--- src/rtl/div_sign_sequencer_pkg.sv ---
// Shared types and constants for the signed/unsigned divide front end.
package div_sign_sequencer_pkg;

  localparam int DIV_WIDTH = 32;

  localparam logic [DIV_WIDTH-1:0] DIV_INT_MIN  = {1'b1, {(DIV_WIDTH-1){1'b0}}};
  localparam logic [DIV_WIDTH-1:0] DIV_ALL_ONES = '1;

  typedef enum logic [2:0] {
    IDLE,
    START,
    WAIT,
    FIXUP,
    DONE
  } state_t;

endpackage

--- src/rtl/div_sign_sequencer_sign_fix.sv ---
// Conditional two's-complement negate; used for operand magnitudes and result sign fix-up.
module div_sign_fix #(
  parameter int WIDTH = 32
) (
  input  logic [WIDTH-1:0] i_value,
  input  logic             i_neg,
  output logic [WIDTH-1:0] o_value
);

  assign o_value = i_neg ? (~i_value + WIDTH'(1)) : i_value;

endmodule

--- src/rtl/div_sign_sequencer.sv ---
// Request/response front end for an unsigned sequential divider: sign handling,
// divide-by-zero / overflow bypass, rising-edge completion detect and timeout.
module div_sign_sequencer
  import div_sign_sequencer_pkg::*;
#(
  parameter int WIDTH   = DIV_WIDTH,
  parameter int TIMEOUT = 64
) (
  input  logic             clk,
  input  logic             rst_n,
  input  logic             req_valid,
  output logic             req_ready,
  input  logic             req_signed,
  input  logic [WIDTH-1:0] req_dividend,
  input  logic [WIDTH-1:0] req_divisor,
  output logic             rsp_valid,
  input  logic             rsp_ready,
  output logic [WIDTH-1:0] rsp_quotient,
  output logic [WIDTH-1:0] rsp_remainder,
  output logic             rsp_dz,
  output logic             rsp_err,
  output logic             div_run,
  output logic [WIDTH-1:0] div_dividend,
  output logic [WIDTH-1:0] div_divisor,
  input  logic             div_ready,
  input  logic [WIDTH-1:0] div_quotient,
  input  logic [WIDTH-1:0] div_remainder
);

  localparam int                CW       = $clog2(TIMEOUT + 1);
  localparam logic [CW-1:0]     CNT_LAST = CW'(TIMEOUT - 1);

  state_t           r_state;
  state_t           w_next;
  logic             r_sa;
  logic             r_sb;
  logic [WIDTH-1:0] r_dividend;
  logic [WIDTH-1:0] r_divisor;
  logic [WIDTH-1:0] r_q;
  logic [WIDTH-1:0] r_r;
  logic             r_dz;
  logic             r_err;
  logic             r_ready_d;
  logic [CW-1:0]    r_cnt;

  logic             w_accept;
  logic             w_div_zero;
  logic             w_overflow;
  logic             w_ready_rise;
  logic             w_timeout;
  logic [WIDTH-1:0] w_fix_q;
  logic [WIDTH-1:0] w_fix_r;

  assign w_accept     = req_valid && (r_state == IDLE);
  assign w_div_zero   = (req_divisor == '0);
  assign w_overflow   = req_signed && (req_dividend == DIV_INT_MIN) &&
                        (req_divisor == DIV_ALL_ONES);
  // A Ready still high from an earlier operation must not count as completion.
  assign w_ready_rise = div_ready && !r_ready_d;
  assign w_timeout    = (r_cnt == CNT_LAST);

  div_sign_fix #(.WIDTH(WIDTH)) u_mag_a (
    .i_value (r_dividend),
    .i_neg   (r_sa),
    .o_value (div_dividend)
  );

  div_sign_fix #(.WIDTH(WIDTH)) u_mag_b (
    .i_value (r_divisor),
    .i_neg   (r_sb),
    .o_value (div_divisor)
  );

  div_sign_fix #(.WIDTH(WIDTH)) u_fix_q (
    .i_value (r_q),
    .i_neg   (r_sa ^ r_sb),
    .o_value (w_fix_q)
  );

  div_sign_fix #(.WIDTH(WIDTH)) u_fix_r (
    .i_value (r_r),
    .i_neg   (r_sa),
    .o_value (w_fix_r)
  );

  // NOTE: sequential state uses non-blocking assignments so every register samples pre-edge values.
  always_ff @(posedge clk or negedge rst_n) begin
    if (!rst_n) begin
      r_state <= IDLE;
    end else begin
      r_state <= w_next;
    end
  end

  // NOTE: every output of this block gets a default first, so no path can infer a latch.
  always_comb begin
    w_next    = r_state;
    req_ready = 1'b0;
    rsp_valid = 1'b0;
    div_run   = 1'b0;
    case (r_state)
      IDLE: begin
        req_ready = 1'b1;
        if (req_valid) begin
          w_next = (w_div_zero || w_overflow) ? DONE : START;
        end
      end
      START: begin
        div_run = 1'b1;
        w_next  = WAIT;
      end
      WAIT: begin
        if (w_ready_rise) begin
          w_next = FIXUP;
        end else if (w_timeout) begin
          w_next = DONE;
        end
      end
      FIXUP: w_next = DONE;
      DONE: begin
        rsp_valid = 1'b1;
        if (rsp_ready) begin
          w_next = IDLE;
        end
      end
      default: w_next = IDLE;
    endcase
  end

  always_ff @(posedge clk or negedge rst_n) begin
    if (!rst_n) begin
      r_sa       <= 1'b0;
      r_sb       <= 1'b0;
      r_dividend <= '0;
      r_divisor  <= '0;
      r_q        <= '0;
      r_r        <= '0;
      r_dz       <= 1'b0;
      r_err      <= 1'b0;
      r_ready_d  <= 1'b0;
      r_cnt      <= '0;
    end else begin
      r_ready_d <= div_ready;
      case (r_state)
        IDLE: begin
          if (w_accept) begin
            r_dividend <= req_dividend;
            r_divisor  <= req_divisor;
            r_sa       <= req_signed && req_dividend[WIDTH-1];
            r_sb       <= req_signed && req_divisor[WIDTH-1];
            if (w_div_zero) begin
              r_q  <= DIV_ALL_ONES;
              r_r  <= req_dividend;
              r_dz <= 1'b1;
            end else if (w_overflow) begin
              r_q <= DIV_INT_MIN;
              r_r <= '0;
            end
          end
        end
        START: r_cnt <= '0;
        WAIT: begin
          r_cnt <= r_cnt + CW'(1);
          if (w_ready_rise) begin
            r_q <= div_quotient;
            r_r <= div_remainder;
          end else if (w_timeout) begin
            r_q   <= '0;
            r_r   <= '0;
            r_err <= 1'b1;
          end
        end
        FIXUP: begin
          r_q <= w_fix_q;
          r_r <= w_fix_r;
        end
        DONE: begin
          if (rsp_ready) begin
            r_dz  <= 1'b0;
            r_err <= 1'b0;
          end
        end
        default: ;
      endcase
    end
  end

  assign rsp_quotient  = r_q;
  assign rsp_remainder = r_r;
  assign rsp_dz        = r_dz;
  assign rsp_err       = r_err;

endmodule

--- config.mk ---
export PLATFORM = sky130hd
export DESIGN_NAME = div_sign_sequencer
export DESIGN_NICKNAME = d
export VERILOG_FILES = /design/src/rtl/div_sign_sequencer_pkg.sv /design/src/rtl/div_sign_sequencer_sign_fix.sv /design/src/rtl/div_sign_sequencer.sv
export SDC_FILE = /design/constraint.sdc
export NUM_CORES = 1
export LEC_CHECK = 0
export CAP_MARGIN = 25
export CORE_AREA = 2 2 155 157
export DETAILED_ROUTE_END_ITERATION = 7
export DIE_AREA = 0 0 157 159
export GPL_TIMING_DRIVEN = 0
export PLACE_DENSITY = 0.77
export SLEW_MARGIN = 15
export SYNTH_ARGS = -nofsm -noshare
export SYNTH_HDL_FRONTEND = slang
export SYNTH_SLANG_ARGS = --single-unit
--- constraint.sdc ---
create_clock -name clk -period 4.3 [get_ports clk]
set_clock_uncertainty 0.2 [all_clocks]
set_input_delay 0.645 -clock clk [delete_from_list [all_inputs] [get_ports clk]]
set_output_delay 0.645 -clock clk [all_outputs]
set_load 0.005 [all_outputs]
---- After elaboration in Yosys (flattened, before gate mapping) ----
Index checks and enable logic that the tools add are counted.
word-level totals
  output and inout port bits .............. 133
  logic and storage cells ................. 90
  register bits ........................... 143
cells by class
  mux-type cells .......................... 32
  equality and inequality tests ........... 17
  add/sub/neg operators ................... 5
  reduce and logical (&&, ||, !) cells .... 20
  bitwise operators ....................... 5
operator list
  operator                                             count
  two-way mux 32 bit                                   13
  case mux 32 bit (3 select lines)                     2
  adder 32 x 1 -> 32 bit, second input constant        4
  inverter 32 bit                                      4
  equality test 32 bit, second input constant          2
  zero test 32 bit                                     1
  two-way mux 3 bit                                    5
  case mux 3 bit (5 select lines)                      1
  != test 2 bit, second input constant                 7
  case mux 7 bit (2 select lines)                      1
  AND reduction 5 bit                                  2
  two-way mux 1 bit                                    8
  AND reduction 4 bit                                  2
  adder 7 x 1 -> 7 bit, second input constant          1
  equality test 7 x 6 -> 1 bit, second input constant  1
  equality test 3 x 2 -> 1 bit, second input constant  2
  logical AND 1 bit                                    6
  != test 3 bit, second input constant                 2
  nonzero test 2 bit                                   3
  case mux 1 bit (2 select lines)                      2
  equality test 3 x 1 -> 1 bit, second input constant  1
  equality test 3 bit, second input constant           1
  zero test 3 bit                                      1
  AND reduction 3 bit                                  1
  6 further kinds                                      6

---- Longest topological paths before layout ----
Gate-level depths: netlist of run 1.
  depth after elaboration ................. 7
  gate-level depth with buffers ........... 10

---- Hierarchy ----
From an unflattened synthesis of run 1, not the netlist that was laid out.
unflattened totals
  cells, all modules ...................... 1072
  area total of the unflattened synthesis .. 9865.7 um^2
by module, submodules not included
  module              times used  sequential area each (um^2)  cells each  area each (um^2)
  div_sign_sequencer  1           3578.4                       676         6757.7
  div_sign_fix        4           0.0                          99          777.0

---- Worst setup path before layout of run 1 ----
OpenSTA, ideal clock, no wires.
  path type ............................... flip-flop to output port
  start ................................... register r_divisor[16]
  end ..................................... output div_divisor[28]
  arrival time ............................ 2638 ps
  path slack .............................. 817 ps
  cell stages (with the launch flop) ...... 7
  path buffers ............................ 0
  cell sequence ........................... dfrtp_1 -> or4_1 -> or3_1 -> or4_4 -> or4_4 -> o31ai_1 -> xnor2_1
on the way
  cells in the longest elaborated chain, start to end .. 3
ends and longest elaborated chain
  what                      line                               RTL
  start: declaration        div_sign_sequencer.sv:38           logic [WIDTH-1:0] r_divisor;
  start signal: assignment  div_sign_sequencer.sv:148          r_divisor <= req_divisor;
  inverter 32 bit           div_sign_sequencer_sign_fix.sv:10  assign o_value = i_neg ? (~i_value + WIDTH'(1)) : i_value;
  adder 32 x 1 -> 32 bit    div_sign_sequencer_sign_fix.sv:10
  two-way mux 32 bit        div_sign_sequencer_sign_fix.sv:10
  end: declaration          div_sign_sequencer.sv:24           output logic [WIDTH-1:0] div_divisor,
Every way passes these cells.

---- Worst setup path after layout of run 1 ----
  start ................................... register r_divisor[16]
  end ..................................... output div_divisor[27]
Same word-level chain as after synthesis.

==> results of run 1 <==
==> per-layer routing <==
metal | vias up | GRT usage [%] | wire length, um
met1 | 4994 | 38.8 | 15100
li1 | 4746 | - | -
met3 | 115 | 7.19 | 3870
met5 | - | 0 | 11
met4 | 2 | 12.9 | 1630
met2 | 664 | 47.2 | 17300
==> synthesized netlist by cell type (all sizes together), types with 21 or more instances <==
cell	number
nor2	72
o21ai	132
or3	21
nand2	246
dfrtp	143
xnor2	60
a222oi	21
clkbuf	67
o31ai	43
a211oi	21
nor4	27
nor3	39
==> power groups by stage <==
stage | Sequential (W) | Clock, W | Combinational (W)
floorplan | 0.00240 | 0 | 0.00424
global placement | 0.00255 | 0 | 0.00714
detailed placement | 0.00258 | 0 | 0.00724
CTS | 0.00257 | 0.00159 | 0.00731
global route | 0.00270 | 0.00165 | 0.00808
finish | 0.00263 | 0.00159 | 0.00746
==> path summary, 6_finish.rpt <==
path | from | slack [ps] | to
worst min register to register | r_dividend[31] | 310 | r_dividend[31]
worst min-delay path | r_dividend[31] | 310 | r_dividend[31]
worst max register to register | rsp_quotient[0] | 790 | rsp_quotient[26]
max in group asynchronous | rst_n | 2520 | r_divisor[14]
min in group asynchronous | rst_n | 500 | rsp_quotient[14]
worst max-delay path | r_divisor[16] | 30 | div_divisor[27]
==> worst min-delay path: cells and delay by family, from the launching register on <==
| family | cells | cell delay (ps) |
|---|---|---|
| flip-flops | 1 | 360 |
| AND/OR/NAND/NOR | 2 | 120 |
==> sequential cells by signal, summed over array words and instances, names as in the netlist, 3 cells and up <==
name / count
r_cnt: 7
r_dividend: 32
r_divisor: 32
r_state: 3
rsp_quotient: 32
rsp_remainder: 32
==> placed cells by master, fill, tap and decap left out, types with 12 or more instances in the layout <==
cell type,count
clkdlybuf4s50_1,260
nand3_1,16
nand2_1,246
xnor2_1,60
clkbuf_1,67
nor4_1,25
nor3_1,37
dfrtp_1,142
inv_1,14
o41ai_1,13
clkbuf_16,17
a221oi_1,18
nor2_1,71
nand4_1,13
a211oi_1,20
o31ai_1,41
or3_1,19
a222oi_1,21
o21ai_0,93
o21ai_1,37
a21oi_1,12
==> final cells by class <==
type                    count  area share (%)
inverters                  14           0.401
clock buffers              18            3.35
repair buffers            276            20.9
plain buffers              80            2.71
diodes                      2          0.0381
well taps                 319            3.04
flip-flops and latches    143            27.3
multi-input cells         889            40.9
clock inverters            14            1.37
==> through the flow <==
stage	setup TNS (ps)	hold slack, ps	utilization, %
floorplan	0	149	-
global route	-58.8	338	56.6
detailed placement	0	292	53.2
finish	0	310	56.6
global placement	-527870	285	53.0
CTS	0	308	56.2
==> what timing repair did <==
| item | in CTS | in global routing |
|---|---|---|
| pin swaps | 0 | 3 |
| hold endpoints to repair | 43 | 0 |
| endpoints found under the setup margin | 7 | 7 |
| gates resized for setup | 16 | 15 |
| hold buffers | 1 | 0 |
| buffers inserted | 3 | 4 |
==> cells by family (layout without fill, tap and decap cells) <==
family,count (synthesis),after routing,synth area share [%]
flops,143,143,38.7
other cells,0,2,0
mux,9,9,1.08
simple gates,502,502,26.0
fa+ha+maj,5,5,0.677
xor+xnor,71,71,6.73
buf+inv,94,402,4.41
compound gates,302,302,22.3
==> metrics, run 1 <==
Max-slew headroom 37.3%; CP max stage delay 560 ps; Top-Level Pins 267; post-synth top area share 38.7%; Reg area 3580 um2; Place WS 63.4 ps; CP Max Fanout 4; area of the multi-input gates 5360 um2; maximum clock frequency 0.234 GHz; Synth Area per Inst 8.21 um2; initial antenna violation count 4; Final Net Count 1560; Sw Share 46.7%; drt total wl 37.9 mm; outcome complete, no violations; hpwl dp 28.0 mm; Die W 157 um; Clk Latency, worst-skew pair 430 ps; combinational share of power 63.9%; syn nets 1265; Total GRT Usage 29.8%; Critical Path AT 3420 ps; die area 25000 um2; Sinks on Clock Net 143; hold crit path type reg2reg; grt ovf 0; P_leak 5.36 nW; TritonRoute pass-1 iters 6; H-tree Lvls 4; Worst Setup Start Kind register; Starting Density 39.8%; fin crit period 4270 ps; Reg2Reg Depth 10; CTS tree built; vias per inst 5.99; sequential power share 22.5%; DR DRC count 0; number of synthesized flops with an enable pin 0; Max Slew Vio Count 0; Switch Pwr 0.00545 W; worst path cell trace or4_4, or3_4, or4_4, or4_4, o21ai_2, xnor2_1, dlygate4sd2_1; Yosys top cell by area dfrtp_1; Crit. End Element output port; Initial DRC Count 913; period utilization 99.2%; vias in the first global route 10200; layout cell share with drive strength beyond 1 6.97%; crit path buf inv count 1; Worst path slowest cell or4_4; Clock power frac 13.6%; fillcell total 2090; CP Depth 7; Crit path required time 3450 ps; post-route ant nets 0; GPL Wtd Cong 0.952; Layout area overhead 42.0%; routed len/inst 21.6 um; routed via count 10500; post-synthesis sequential area ratio 38.7%; Power Total 0.0117 W; YS warnings 0; Synth area leaders dfrtp_1 39%, nand2_1 10%, xnor2_1 5.7%; number of cells after detailed placement 1713; ys async rst share 100%; Most Frequent Cell on Critical Path or4_4; Power Internal 0.00622 W; Final Non-Filler Cells 1755; final number of setup-violating endpoints 0; Max Cap Viol 0; num rows 56; CP delay by family, top simple AND/OR/NAND/NOR gates; register clock-pin slew on the reported worst setup and hold paths 70 ps; VDD IR max 0.439 mV; synthesized flop and latch total 143; Die Y 159 um; CTS Root Cell clkbuf_16; post-synth cell types 65; Tightest Pin Transition 932 ps; core area 23200 um2; Cells on Worst Hold Path 2; Post-Syn Area 9240 um2; critical setup path kind reg2out; final setup margin 32.8 ps; Design Area, Final 13100 um2; Final Hold Fails 0; PwrDens 890 nW/um2; port bufs 266; Synth Instances 1126; largest net degree at the start of global routing 101; unrepaired setup endpoints after global routing true; cts bufs inserted 17; Placement Cell Area 12300 um2; CTS Buffer Depth 2; ys flop type dfrtp_1; global-route wire length before repair 57.9 mm
No activity file was read; power rests on OpenSTA's default activity.
==> run 2: changes to the inputs <==
- SETUP_SLACK_MARGIN: default -> 0.15
==> metrics, run 2 (synthesis gave the netlist of run 1 again) <==
routed len/inst 21.6 um (-0.17%); CTS Root Cell clkbuf_16; vias in the first global route 10300 (+0.26%); setup slack, reg-to-reg 780 ps (about the same); Die Y 159 um (unchanged); Top-Level Pins 267 (unchanged); CP max stage delay 540 ps (-20 ps); CP Depth 7 (unchanged); Worst path slowest cell or4_4; DR DRC count 0 (unchanged); die area 25000 um2 (unchanged); cts bufs inserted 17 (unchanged); TritonRoute pass-1 iters 6 (unchanged); Crit path required time 3450 ps (about the same); Place WS 63.4 ps (unchanged); core area 23200 um2 (unchanged); worst path cell trace or4_4, or3_4, or4_4, or4_4, o31ai_4, xnor2_1, buf_2; Critical Path AT 3350 ps (-70 ps); Layout area overhead 42.6%; GPL Wtd Cong 0.952 (unchanged); outcome complete, no violations; global-route wire length before repair 58.0 mm (+0.24%); crit path buf inv count 1 (unchanged); post-route ant nets 0 (unchanged); period utilization 97.6% (-1.6 points); final number of setup-violating endpoints 0 (unchanged); maximum clock frequency 0.238 GHz (+1.7%); Total GRT Usage 29.9% (+0.098 points); critical setup path kind reg2out; Starting Density 39.8% (unchanged); grt ovf 0 (unchanged); Sinks on Clock Net 143 (unchanged); Clk Latency, worst-skew pair 430 ps (about the same); hold crit path type reg2reg; Max-slew headroom 39.4% (+2.1 points); vias per inst 6.03 (+0.60%); fin crit period 4200 ps (-70.7 ps); Crit. End Element output port; unrepaired setup endpoints after global routing true; H-tree Lvls 4 (unchanged); Tightest Pin Transition 901 ps (-30.9 ps); CTS Buffer Depth 2 (unchanged); CP delay by family, top simple AND/OR/NAND/NOR gates; P_leak 5.39 nW (+0.66%); hpwl dp 28.0 mm (unchanged); Worst Setup SP r_divisor[10]; final setup margin 103 ps (+70.7 ps); most common cell after layout, fill and taps aside clkdlybuf4s50_1; num rows 56 (unchanged); Initial DRC Count 969 (+6.1%); initial antenna violation count 4 (unchanged); Worst Setup Start Kind register; CP Max Fanout 3 (-1); Most Frequent Cell on Critical Path or4_4; VDD IR max 0.438 mV (-0.36%); layout cell share with drive strength beyond 1 7.65% (+0.68 points); port bufs 266 (unchanged); Setup crit end div_divisor[30]; reg2reg start rsp_quotient[0]; Final Hold Fails 0 (unchanged); Final Net Count 1564 (+0.26%); Die W 157 um (unchanged); Max Slew Vio Count 0 (unchanged); CTS tree built; reg2reg end rsp_quotient[26]; most frequent cells in the layout 258 x clkdlybuf4s50_1, 246 x nand2_1, 142 x dfrtp_1; Power Total 0.0117 W (+0.20%); largest net degree at the start of global routing 101 (unchanged); routed via count 10600 (+0.88%); drt total wl 38.0 mm (+0.11%); Max Cap Viol 0 (unchanged); PwrDens 888 nW/um2 (-0.25%); register clock-pin slew on the reported worst setup and hold paths 70 ps (about the same); Reg2Reg Depth 10 (unchanged)
[run 2: cell types whose count changed in the layout (fill, tap and decap cells not counted), moves of 2 or more]
cell / previous run / this run
buf_2: 2 / 7
buf_4: 10 / 13
clkbuf_2: 3 / 0
o41ai_1: 13 / 10
o41ai_2: 1 / 4
clkdlybuf4s50_1: 260 / 258
[run 2: cell type report]
class	count	area (um2)
multi-input cells	889	5390
inverters	14	52.6
flip-flops and latches	143	3580
well taps	319	399
clock buffers	18	439
diodes	3	7.51
clock inverters	14	180
fillers	2093	10000
plain buffers	80	355
repair buffers	280	2780
[run 2: worst min-delay path by stage]
stage	slack (ps)	end	cells after the start	start
finish	310	r_divisor[31]	2	r_divisor[31]
global route	340	r_divisor[31]	2	r_divisor[31]
CTS	310	r_divisor[31]	2	r_divisor[31]
detailed placement	290	r_divisor[31]	2	r_divisor[31]
global placement	290	r_dividend[31]	2	r_dividend[31]
floorplan	150	r_cnt[0]	0	rst_n
[run 2: repair_timing]
action / 4_1_cts / 5_1_grt
buffers inserted: 9 / 2
setup endpoints to repair: 11 / 11
hold buffers: 1 / 0
resized for setup: 33 / 16
hold endpoints to repair: 43 / 0
pin swaps: 7 / 11
[run 2: power breakdown]
group	internal (W)	total (W)	leakage [nW]	switching, W
sequential	0.00186	0.00263	1.87	0.000763
clock	0.000939	0.00159	0.303	0.000650
combinational	0.00342	0.00748	3.22	0.00406
total	0.00623	0.0117	5.39	0.00547
[run 2: tightest hold or removal path, delay by kind of cell, from the launching register on]
kind	cells	cell delay [ps]
flip-flops	1	360
AND/OR/NAND/NOR	2	120
[run 2: through the flow]
step | instances | hold slack [ps] | cell area (um2) | setup TNS, ps | utilization [%]
after floorplan | 1126 | 149 | 9240 | 0 | -
after global placement | 1711 | 285 | 12300 | -527870 | 53.0
after detailed placement | 1713 | 292 | 12300 | 0 | 53.2
after CTS | 1755 | 308 | 13100 | 0 | 56.5
after global routing | 1758 | 336 | 13200 | 0 | 56.8
final | 1760 | 310 | 13200 | 0 | 56.8
[run 2: metal layers]
metal,track usage [%],vias up,wire length [um]
li1,-,4742,-
met1,38.8,5024,14700
met2,47.3,716,17200
met3,7.27,130,4300
met4,13.4,2,1730
met5,0,-,11
==> run 3: changes to the inputs <==
- ABC_CLOCK_PERIOD_IN_PS: default -> 4000
- clock period: 4.3 -> 4 ns (I/O delays scaled with it)
==> metrics, run 3 (synthesis gave the netlist of run 1 again) <==
vias in the first global route 10300 (+0.78%); Layout area overhead 44.1%; PwrDens 948 nW/um2 (+6.8%); layout cell share with drive strength beyond 1 9.08% (+1.4 points); routed via count 10600 (-0.32%); Reg area 3580 um2 (about the same); core area 23200 um2 (unchanged); CTS Buffer Depth 2 (unchanged); drt total wl 38.2 mm (+0.55%); die area 25000 um2 (unchanged); final number of setup-violating endpoints 7 (+7); largest net degree at the start of global routing 101 (unchanged); Worst Setup SP r_divisor[16]; Power Internal 0.00668 W (+7.3%); port bufs 266 (unchanged); CP Max Fanout 3 (unchanged); fillcell total 2073 (-0.96%); reg2reg start rsp_quotient[0]; Crit path required time 3200 ps (-250 ps); Switch Pwr 0.00594 W (+8.6%); hold wc startpoint r_dividend[31]; critical setup path kind reg2out; Placement Cell Area 12300 um2 (unchanged); most frequent cells in the layout 247 x clkdlybuf4s50_1, 246 x nand2_1, 140 x dfrtp_1; Max Slew Vio Count 0 (unchanged); num rows 56 (unchanged); global-route wire length before repair 58.4 mm (+0.54%); Die Y 159 um (unchanged); setup slack, reg-to-reg 510 ps (-270 ps); combinational share of power 63.9% (about the same); H-tree Lvls 4 (unchanged); register clock-pin slew on the reported worst setup and hold paths 70 ps (about the same); routed len/inst 21.6 um (+0.32%); period utilization 103%; Crit. End Element output port; Final Hold Fails 0 (unchanged); Total GRT Usage 30.1% (+0.14 points); failing checks negative setup slack; Initial DRC Count 955 (-1.4%); Design Area, Final 13300 um2 (+1.0%); vias per inst 6.00 (-0.55%); Max-slew headroom 37.2% (-2.2 points); hold crit path type reg2reg; most common cell after layout, fill and taps aside clkdlybuf4s50_1; Worst Setup Start Kind register; VDD IR max 0.471 mV (+7.6%); sequential power share 22.5% (about the same); CTS Root Cell clkbuf_16; Sw Share 47.1% (+0.28 points); TritonRoute pass-1 iters 6 (unchanged); outcome finished, violations left; Clock power frac 13.5% (about the same); final setup margin -107 ps (-210 ps); CTS tree built; P_leak 5.50 nW (+2.0%); GPL Wtd Cong 0.952 (unchanged); maximum clock frequency 0.244 GHz; initial antenna violation count 4 (unchanged); grt ovf 0 (unchanged); fin crit period 4110 ps; Die W 157 um (unchanged); hpwl dp 28.0 mm (unchanged); cts bufs inserted 17 (unchanged); area of the multi-input gates 5480 um2 (+1.7%); unrepaired setup endpoints after global routing true; Critical Path AT 3310 ps (-40 ps); Final Net Count 1569 (+0.32%); DR DRC count 0 (unchanged); Top-Level Pins 267 (unchanged); worst hold slack 311 ps (+0.913 ps); Tightest Pin Transition 934 ps (+33.1 ps); post-route ant nets 0 (unchanged); Clk Latency, worst-skew pair 440 ps (about the same); Sinks on Clock Net 143 (unchanged); Max Cap Viol 0 (unchanged); Starting Density 39.8% (unchanged); Power Total 0.0126 W (+7.9%)
## run 3: cell types whose count changed in the layout (fill, tap and decap cells not counted), moves of 2 or more
cell	before	now
clkbuf_2	0	4
dfrtp_2	1	3
o41ai_4	1	3
dfrtp_1	142	140
clkbuf_1	67	64
nor4_1	26	24
o21ai_1	37	42
dlymetal6s2s_1	1	4
clkdlybuf4s50_1	258	247
dlygate4sd2_1	1	8
buf_4	13	17
o21ai_0	92	87
## run 3: worst max-delay path, cell delays in order (launching register included)
cell,delay [ps]
dfrtp_1,390
or4_4,560
or3_4,350
or4_4,520
or4_4,530
o31ai_4,190
xnor2_1,170
buf_2,150
## run 3: metal layers
metal	wire [um]	up-vias	global-route usage (%)
li1	-	4751	-
met1	15000	5045	38.9
met2	17500	667	47.6
met5	14	-	0
met4	1610	2	12.8
met3	4140	115	7.76
## run 3: per-stage QoR
stage | setup TNS (ps) | utilization, % | instances | setup slack (ps)
floorplan | 0 | - | 1126 | 562
global placement | -577970 | 53.0 | 1711 | -3960
detailed placement | -9550 | 53.2 | 1713 | -192
CTS | -874 | 56.8 | 1760 | -205
global route | -1050 | 57.4 | 1763 | -167
finish | -505 | 57.4 | 1764 | -107
## run 3: power by group through the flow
stage / clock network (W) / logic (W) / registers (W)
detailed placement: 0 / 0.00779 / 0.00277
global placement: 0 / 0.00767 / 0.00275
CTS: 0.00171 / 0.00788 / 0.00277
finish: 0.00171 / 0.00807 / 0.00285
floorplan: 0 / 0.00456 / 0.00258
global route: 0.00177 / 0.00873 / 0.00292
## run 3: cell type report
type                       count  share of cell area, %
multi-input combinational    889                   41.2
buffer                        80                   2.70
sequential                   143                   26.9
tap                          319                   3.00
inverter                      14                  0.395
clock inverter                14                   1.35
clock buffer                  18                   3.30
timing repair buffer         285                   21.1
antenna                        2                 0.0376
## run 3: final timing paths
kind,cells past startpoint,to
min reg2reg,2,r_dividend[31]
min,2,r_dividend[31]
min in group asynchronous,2,rsp_quotient[10]
max in group asynchronous,3,r_divisor[14]
max,7,div_divisor[28]
max reg2reg,10,rsp_quotient[26]
## run 3: timing repair
item | CTS | global route
hold endpoints to repair | 43 | 0
pin swaps | 18 | 13
hold buffers | 1 | 0
buffers inserted | 14 | 2
gates resized for setup | 59 | 31
endpoints found under the setup margin | 23 | 40
